`src/rtl/ifid_hazard_queue_if.sv`:
```
// Bus between instruction fetch, the IF/ID pipeline register and the regfileread stage.
// The slave modport is the pipeline register; the master modport is the surrounding pipeline.
interface ifid_hazard_queue_if #(
  parameter int CNT_W = 16
);
  // fetch side
  logic [31:0]      Instr;
  logic [63:0]      PC;
  logic             InValid;
  // regfileread-stage and pipeline-control side
  logic             RfMemRead;
  logic [4:0]       RfRd;
  logic             BrTaken;
  logic             ExtStall;
  // results
  logic [31:0]      InstrO;
  logic [63:0]      PCO;
  logic             ValidO;
  logic             PCStall;
  logic             BubbleO;
  logic [CNT_W-1:0] StallCnt;

  modport master (
    output Instr, PC, InValid, RfMemRead, RfRd, BrTaken, ExtStall,
    input  InstrO, PCO, ValidO, PCStall, BubbleO, StallCnt
  );

  modport slave (
    input  Instr, PC, InValid, RfMemRead, RfRd, BrTaken, ExtStall,
    output InstrO, PCO, ValidO, PCStall, BubbleO, StallCnt
  );
endinterface

```
`src/rtl/ifid_hazard_queue.sv`:
```
// IF/ID pipeline register with load-use hazard detection, branch flush and a
// saturating count of load-use stall cycles.
module ifid_hazard_queue #(
  parameter int          FLUSH_CYCLES = 1,
  parameter logic [31:0] NOP_INSTR    = 32'hD503201F,
  parameter int          CNT_W        = 16
) (
  input  logic               clk,
  input  logic               reset,
  ifid_hazard_queue_if.slave bus
);

  typedef enum logic [1:0] {
    ST_RUN     = 2'd0,
    ST_LDSTALL = 2'd1,
    ST_FLUSH   = 2'd2
  } state_t;

  state_t           state_q, state_d;
  logic [2:0]       flush_cnt_q, flush_cnt_d;
  logic [31:0]      instr_q, instr_d;
  logic [63:0]      pc_q, pc_d;
  logic             valid_q, valid_d;
  logic [CNT_W-1:0] stall_cnt_q, stall_cnt_d;

  logic [1:0]       src_match;
  logic             haz;
  logic             pc_stall;
  logic             bubble;

  // Rn lives in [9:5], Rm in [20:16]; both are compared whatever the opcode.
  generate
    for (genvar gi = 0; gi < 2; gi++) begin : g_src
      localparam int LSB = (gi == 0) ? 5 : 16;
      assign src_match[gi] = (instr_q[LSB +: 5] == bus.RfRd);
    end
  endgenerate

  assign haz = valid_q & bus.RfMemRead & (bus.RfRd != 5'd31) & (|src_match);

  // State and datapath registers
  always_ff @(posedge clk or negedge reset) begin
    if (!reset) begin
      state_q     <= ST_RUN;
      flush_cnt_q <= 3'd0;
      instr_q     <= NOP_INSTR;
      pc_q        <= 64'd0;
      valid_q     <= 1'b0;
      stall_cnt_q <= '0;
    end else begin
      state_q     <= state_d;
      flush_cnt_q <= flush_cnt_d;
      instr_q     <= instr_d;
      pc_q        <= pc_d;
      valid_q     <= valid_d;
      stall_cnt_q <= stall_cnt_d;
    end
  end

  // Next-state and datapath update, priority BrTaken > ExtStall > hazard > advance
  always_comb begin
    state_d     = state_q;
    flush_cnt_d = flush_cnt_q;
    instr_d     = instr_q;
    pc_d        = pc_q;
    valid_d     = valid_q;
    stall_cnt_d = stall_cnt_q;

    if (bus.BrTaken) begin
      state_d     = ST_FLUSH;
      flush_cnt_d = 3'(FLUSH_CYCLES - 1);
      instr_d     = NOP_INSTR;
      valid_d     = 1'b0;
    end else if (!bus.ExtStall) begin
      unique case (state_q)
        ST_RUN: begin
          if (haz) begin
            state_d = ST_LDSTALL;
            if (stall_cnt_q != '1) begin
              stall_cnt_d = stall_cnt_q + CNT_W'(1);
            end
          end else begin
            instr_d = bus.InValid ? bus.Instr : NOP_INSTR;
            pc_d    = bus.PC;
            valid_d = bus.InValid;
          end
        end
        // The load has left regfileread by now, so forwarding covers the
        // dependency and the held instruction simply advances.
        ST_LDSTALL: begin
          state_d = ST_RUN;
          instr_d = bus.InValid ? bus.Instr : NOP_INSTR;
          pc_d    = bus.PC;
          valid_d = bus.InValid;
        end
        ST_FLUSH: begin
          if (flush_cnt_q == 3'd0) begin
            state_d = ST_RUN;
            instr_d = bus.InValid ? bus.Instr : NOP_INSTR;
            pc_d    = bus.PC;
            valid_d = bus.InValid;
          end else begin
            flush_cnt_d = flush_cnt_q - 3'd1;
            instr_d     = NOP_INSTR;
            valid_d     = 1'b0;
          end
        end
        default: begin
          state_d = ST_RUN;
        end
      endcase
    end
  end

  // Control outputs; both forced low while reset is held
  always_comb begin
    pc_stall = 1'b0;
    bubble   = 1'b0;
    if (reset && !bus.BrTaken) begin
      if (bus.ExtStall) begin
        pc_stall = 1'b1;
      end else if (state_q == ST_RUN && haz) begin
        pc_stall = 1'b1;
        bubble   = 1'b1;
      end
    end
  end

  assign bus.InstrO   = instr_q;
  assign bus.PCO      = pc_q;
  assign bus.ValidO   = valid_q;
  assign bus.PCStall  = pc_stall;
  assign bus.BubbleO  = bubble;
  assign bus.StallCnt = stall_cnt_q;

endmodule

```
`src/flat_wrapper.sv`:
```
// flat-port wrapper written by rule: the top's interface ports become plain ports
module ifid_hazard_queue_flat 
#(
  parameter int          FLUSH_CYCLES = 1,
  parameter logic [31:0] NOP_INSTR    = 32'hD503201F,
  parameter int          CNT_W        = 16
)
  (clk, reset, bus_Instr, bus_PC, bus_InValid, bus_RfMemRead, bus_RfRd, bus_BrTaken, bus_ExtStall, bus_InstrO, bus_PCO, bus_ValidO, bus_PCStall, bus_BubbleO, bus_StallCnt);
  ifid_hazard_queue_if #(.CNT_W(CNT_W)) bus_i ();
  input  logic clk;
  input  logic reset;
  input wire logic [$bits(bus_i.Instr)-1:0] bus_Instr;
  input wire logic [$bits(bus_i.PC)-1:0] bus_PC;
  input wire logic [$bits(bus_i.InValid)-1:0] bus_InValid;
  input wire logic [$bits(bus_i.RfMemRead)-1:0] bus_RfMemRead;
  input wire logic [$bits(bus_i.RfRd)-1:0] bus_RfRd;
  input wire logic [$bits(bus_i.BrTaken)-1:0] bus_BrTaken;
  input wire logic [$bits(bus_i.ExtStall)-1:0] bus_ExtStall;
  output wire logic [$bits(bus_i.InstrO)-1:0] bus_InstrO;
  output wire logic [$bits(bus_i.PCO)-1:0] bus_PCO;
  output wire logic [$bits(bus_i.ValidO)-1:0] bus_ValidO;
  output wire logic [$bits(bus_i.PCStall)-1:0] bus_PCStall;
  output wire logic [$bits(bus_i.BubbleO)-1:0] bus_BubbleO;
  output wire logic [$bits(bus_i.StallCnt)-1:0] bus_StallCnt;
  assign bus_i.Instr = bus_Instr;
  assign bus_i.PC = bus_PC;
  assign bus_i.InValid = bus_InValid;
  assign bus_i.RfMemRead = bus_RfMemRead;
  assign bus_i.RfRd = bus_RfRd;
  assign bus_i.BrTaken = bus_BrTaken;
  assign bus_i.ExtStall = bus_ExtStall;
  assign bus_InstrO = bus_i.InstrO;
  assign bus_PCO = bus_i.PCO;
  assign bus_ValidO = bus_i.ValidO;
  assign bus_PCStall = bus_i.PCStall;
  assign bus_BubbleO = bus_i.BubbleO;
  assign bus_StallCnt = bus_i.StallCnt;
  ifid_hazard_queue #(.FLUSH_CYCLES(FLUSH_CYCLES), .NOP_INSTR(NOP_INSTR), .CNT_W(CNT_W)) u_core (.clk(clk), .reset(reset), .bus(bus_i));
endmodule
```
`config.mk`:
```
export PLATFORM = sky130hd
export DESIGN_NAME = ifid_hazard_queue_flat
export DESIGN_NICKNAME = d
export VERILOG_FILES = /design/src/rtl/ifid_hazard_queue_if.sv /design/src/rtl/ifid_hazard_queue.sv /design/src/flat_wrapper.sv
export SDC_FILE = /design/constraint.sdc
export NUM_CORES = 1
export LEC_CHECK = 0
export CAP_MARGIN = 40
export CORE_MARGIN = 3
export CORE_UTILIZATION = 43
export CTS_BUF_LIST = sky130_fd_sc_hd__clkbuf_8
export DETAILED_ROUTE_END_ITERATION = 6
export GPL_TIMING_DRIVEN = 1
export PLACE_DENSITY = 0.83
export RECOVER_POWER = 25
export SYNTH_ARGS = -nofsm -noshare
export SYNTH_HDL_FRONTEND = slang
export SYNTH_SLANG_ARGS = --single-unit
export TNS_END_PERCENT = 10
```
`constraint.sdc`:
```
create_clock -name clk -period 2.8 [get_ports clk]
set_clock_uncertainty 0.2 [all_clocks]
set_input_delay 0.84 -clock clk [delete_from_list [all_inputs] [get_ports clk]]
set_output_delay 0.84 -clock clk [all_outputs]
set_load 0.005 [all_outputs]
```
==> results_dict.tcl <==
set metrics [dict create \
    status "finished with violations" \
    violations "negative setup slack" \
    diodes 0 \
    vias 3867 \
    post-route-util 0.731 \
    synthFlopType "dfrtp_1" \
    maxSlewHeadroom 0.179 \
    ys_types 41 \
    yosys_warnings 0 \
    synth_edf_count 0 \
    cts_root_buf "clkbuf_8" \
    maxCapViolCount 0 \
    die_h_um 112 \
    rsz0062_at_grt "true" \
    area_delta_synth_final_pct 64.0 \
    ys_ff_latch 118 \
    grt_pass1_vias 4183 \
    slowest_delay_ps 260 \
    initial_utilization 0.446 \
    syn_inst 341 \
    antenna_found_initial 0 \
    syn_avg_cell_area_um2 14.3 \
    htree_levels 4 \
    setup_violations 2 \
    fin_crit_ps 2910 \
    drtPass1Iterations 4 \
    clockBufferDepth 2 \
    ir_worst_vdd_uv 366 \
    grt_usage 0.221 \
    arrival_ps 1870 \
    drcViolationCount 0 \
    crit_fanout 3 \
    die_w_um 112 \
    dpl_worst_slack_ps -1030 \
    core-area_um2 10900 \
    wirelength_um 13600 \
    end_kind "primary output" \
    worst_path_max_delay_cell "o22a_4" \
    overflow 0 \
    ys_seq_area_frac 0.609 \
    cp-start-kind "input port" \
    synth-async-reset-ratio 1.00 \
    finalCritPeriodShare 1.04 \
    worst_slew_pin_slew_ps 1230 \
    fp.dieArea_um2 12600 \
    vias_per_cell 5.03 \
    hold_viol_final 0 \
    rows 38 \
    gp_congestion 0.848 \
    p_leak_nw 3.40 \
    cts.clk_slew.worst_paths_ps 70 \
    cp.required_ps 1760 \
    maxSlewViolCount 0 \
    syn-cell-area_um2 4870 \
    path_cells "clkbuf_4 > xnor2_2 > nand3_2 > o22a_4 > nor3_4 > and2_1 > buf_2" \
    holdBufCountCts 0 \
    max_freq_mhz 343 \
    cts_buffers 17 \
    layout-drive-gt1-share 0.270 \
    cts_num_sinks 118 \
    finalNetCount 726 \
    synth_fp_nets 451 \
    cts_tree "done" \
    grt_pass1_wl_um 22000 \
    clk_latency_ps 420 \
    grt_max_degree 65 \
    hp-class "in2async" \
    path_class "in2out" \
    hpwl_um 10200 \
    post_drt_wl_per_cell_um 17.7 \
    antenna_left 0 \
    dr.first_iter.drc_count 185 \
    power_density_nw_per_um2 668 \
    finalWorstSetupSlack_ps -113 \
    pin_count 222 \
    portBuffers 221 \
]
## placed cells by master (no fill, tap or decap), types with 2 or more instances in the layout
cell and count:
and3_1 8, nor2_1 9, clkbuf_4 2, mux2_2 49, o21ai_0 2, clkbuf_1 2, buf_4 46, clkbuf_8 18
nand3_2 2, nand3_1 8, buf_2 5, dfstp_2 13, ha_1 3, inv_1 8, nand2_1 8, clkinv_2 4
clkinvlp_4 3, a21o_1 2, o22a_1 13, xnor2_2 8, clkdlybuf4s50_1 210, mux2_1 18, xnor2_1 17, dfrtp_1 105
dlygate4sd2_1 3, bufinv_16 2, clkinv_4 2, a22o_1 19, nor4_1 2, nor3_4 2, nand4_1 10
## state kept, by name, indices dropped and copies added, names as in the netlist
name and cells:
u_core.bus.InstrO 32, u_core.bus.ValidO 1, u_core.bus.StallCnt 16, u_core.state_q 2, u_core.flush_cnt_q 3, u_core.bus.PCO 64
## logic make-up after synthesis
| kind of cell | Yosys count | synth area share |
|---|---|---|
| DFF | 118 | 0.609 |
| muxes | 67 | 0.155 |
| buffers and inverters | 20 | 0.0272 |
| and+or+nand+nor | 60 | 0.0693 |
| adders and majority gates | 3 | 0.00770 |
| AOI/OAI and AO/OA | 48 | 0.0865 |
| xor gates and xnor gates | 25 | 0.0449 |
## per-stage QoR
stage	instance area [um2]	hold slack [ps]	power (mW)	std cells	setup TNS [ps]
floorplan	4880	283	2.80	341	0
detailed placement	7520	274	3.88	733	-33500
finish	7990	204	5.34	769	-175
global placement	7520	267	3.80	733	-30450
CTS	7920	169	5.40	768	-244
global route	7990	178	5.62	769	-3660
## synth_stat cells, types with 2 or more instances
cell type	n	area [um2]
dfstp_2	13	342
nor4_1	2	12.5
dfrtp_1	105	2630
mux2_2	49	552
buf_2	4	20.0
nand2_1	9	33.8
o22a_1	14	123
xnor2_1	25	219
ha_1	3	37.5
buf_6	7	78.8
a22o_1	19	166
nor2_1	10	37.5
o21ai_0	2	10.0
a21o_1	2	15.0
and3_1	8	50.1
nand3_1	11	55.1
mux2_1	18	203
nand4_1	10	62.6
clkbuf_1	3	11.3
inv_1	6	22.5
## critical path, delay by kind of cell
family | cells | cell delay, ps
AOI/OAI and AO/OA | 1 | 260
buffers and inverters | 2 | 240
and+or+nand+nor | 3 | 370
xor gates and xnor gates | 1 | 150
## area by class of cell
class / count / area, um2
well taps: 140 / 175
clock buffers: 18 / 248
inverters: 6 / 22.5
multi-input cells: 203 / 1890
clock inverters: 14 / 136
flip-flops and latches: 118 / 2970
fillers: 735 / 2950
repair buffers: 270 / 2550
## path summary, 6_finish.rpt
check                                     startpoint                     to  slack [ps]  depth (start not counted)
worst min-delay path                           reset   u_core.bus.InstrO[0]         200                          1
worst min register to register    u_core.bus.PCO[20]     u_core.bus.PCO[20]         290                          1
worst max-delay path                     bus_RfRd[2]            bus_BubbleO        -110                          7
min in group clk                  u_core.bus.PCO[20]     u_core.bus.PCO[20]         290                          1
worst max register to register  u_core.bus.InstrO[7]  u_core.bus.InstrO[20]         200                         10
max in group asynchronous                      reset  u_core.bus.InstrO[19]         280                          3
## report_power, final
part / switching [mW] / internal, mW / leakage [nW] / total, mW
Clock: 0.696 / 0.805 / 0.197 / 1.50
Sequential: 0.187 / 2.07 / 1.45 / 2.26
Combinational: 0.509 / 1.07 / 1.75 / 1.58
## per-layer routing
metal	vias up	track usage	part of all wire
met5	-	0	0
met4	0	0.0785	0.017
met3	23	0.0609	0.066
met2	171	0.385	0.52
met1	1872	0.263	0.40
li1	1801	-	-
## repair_timing
| action | 4_1_cts | 5_1_grt |
|---|---|---|
| pin swaps | 17 | 6 |
| setup buffers | 3 | 1 |
| endpoints found under the setup margin | 2 | 2 |
| gates resized for setup | 37 | 15 |
(Power assumes the default switching activity.)
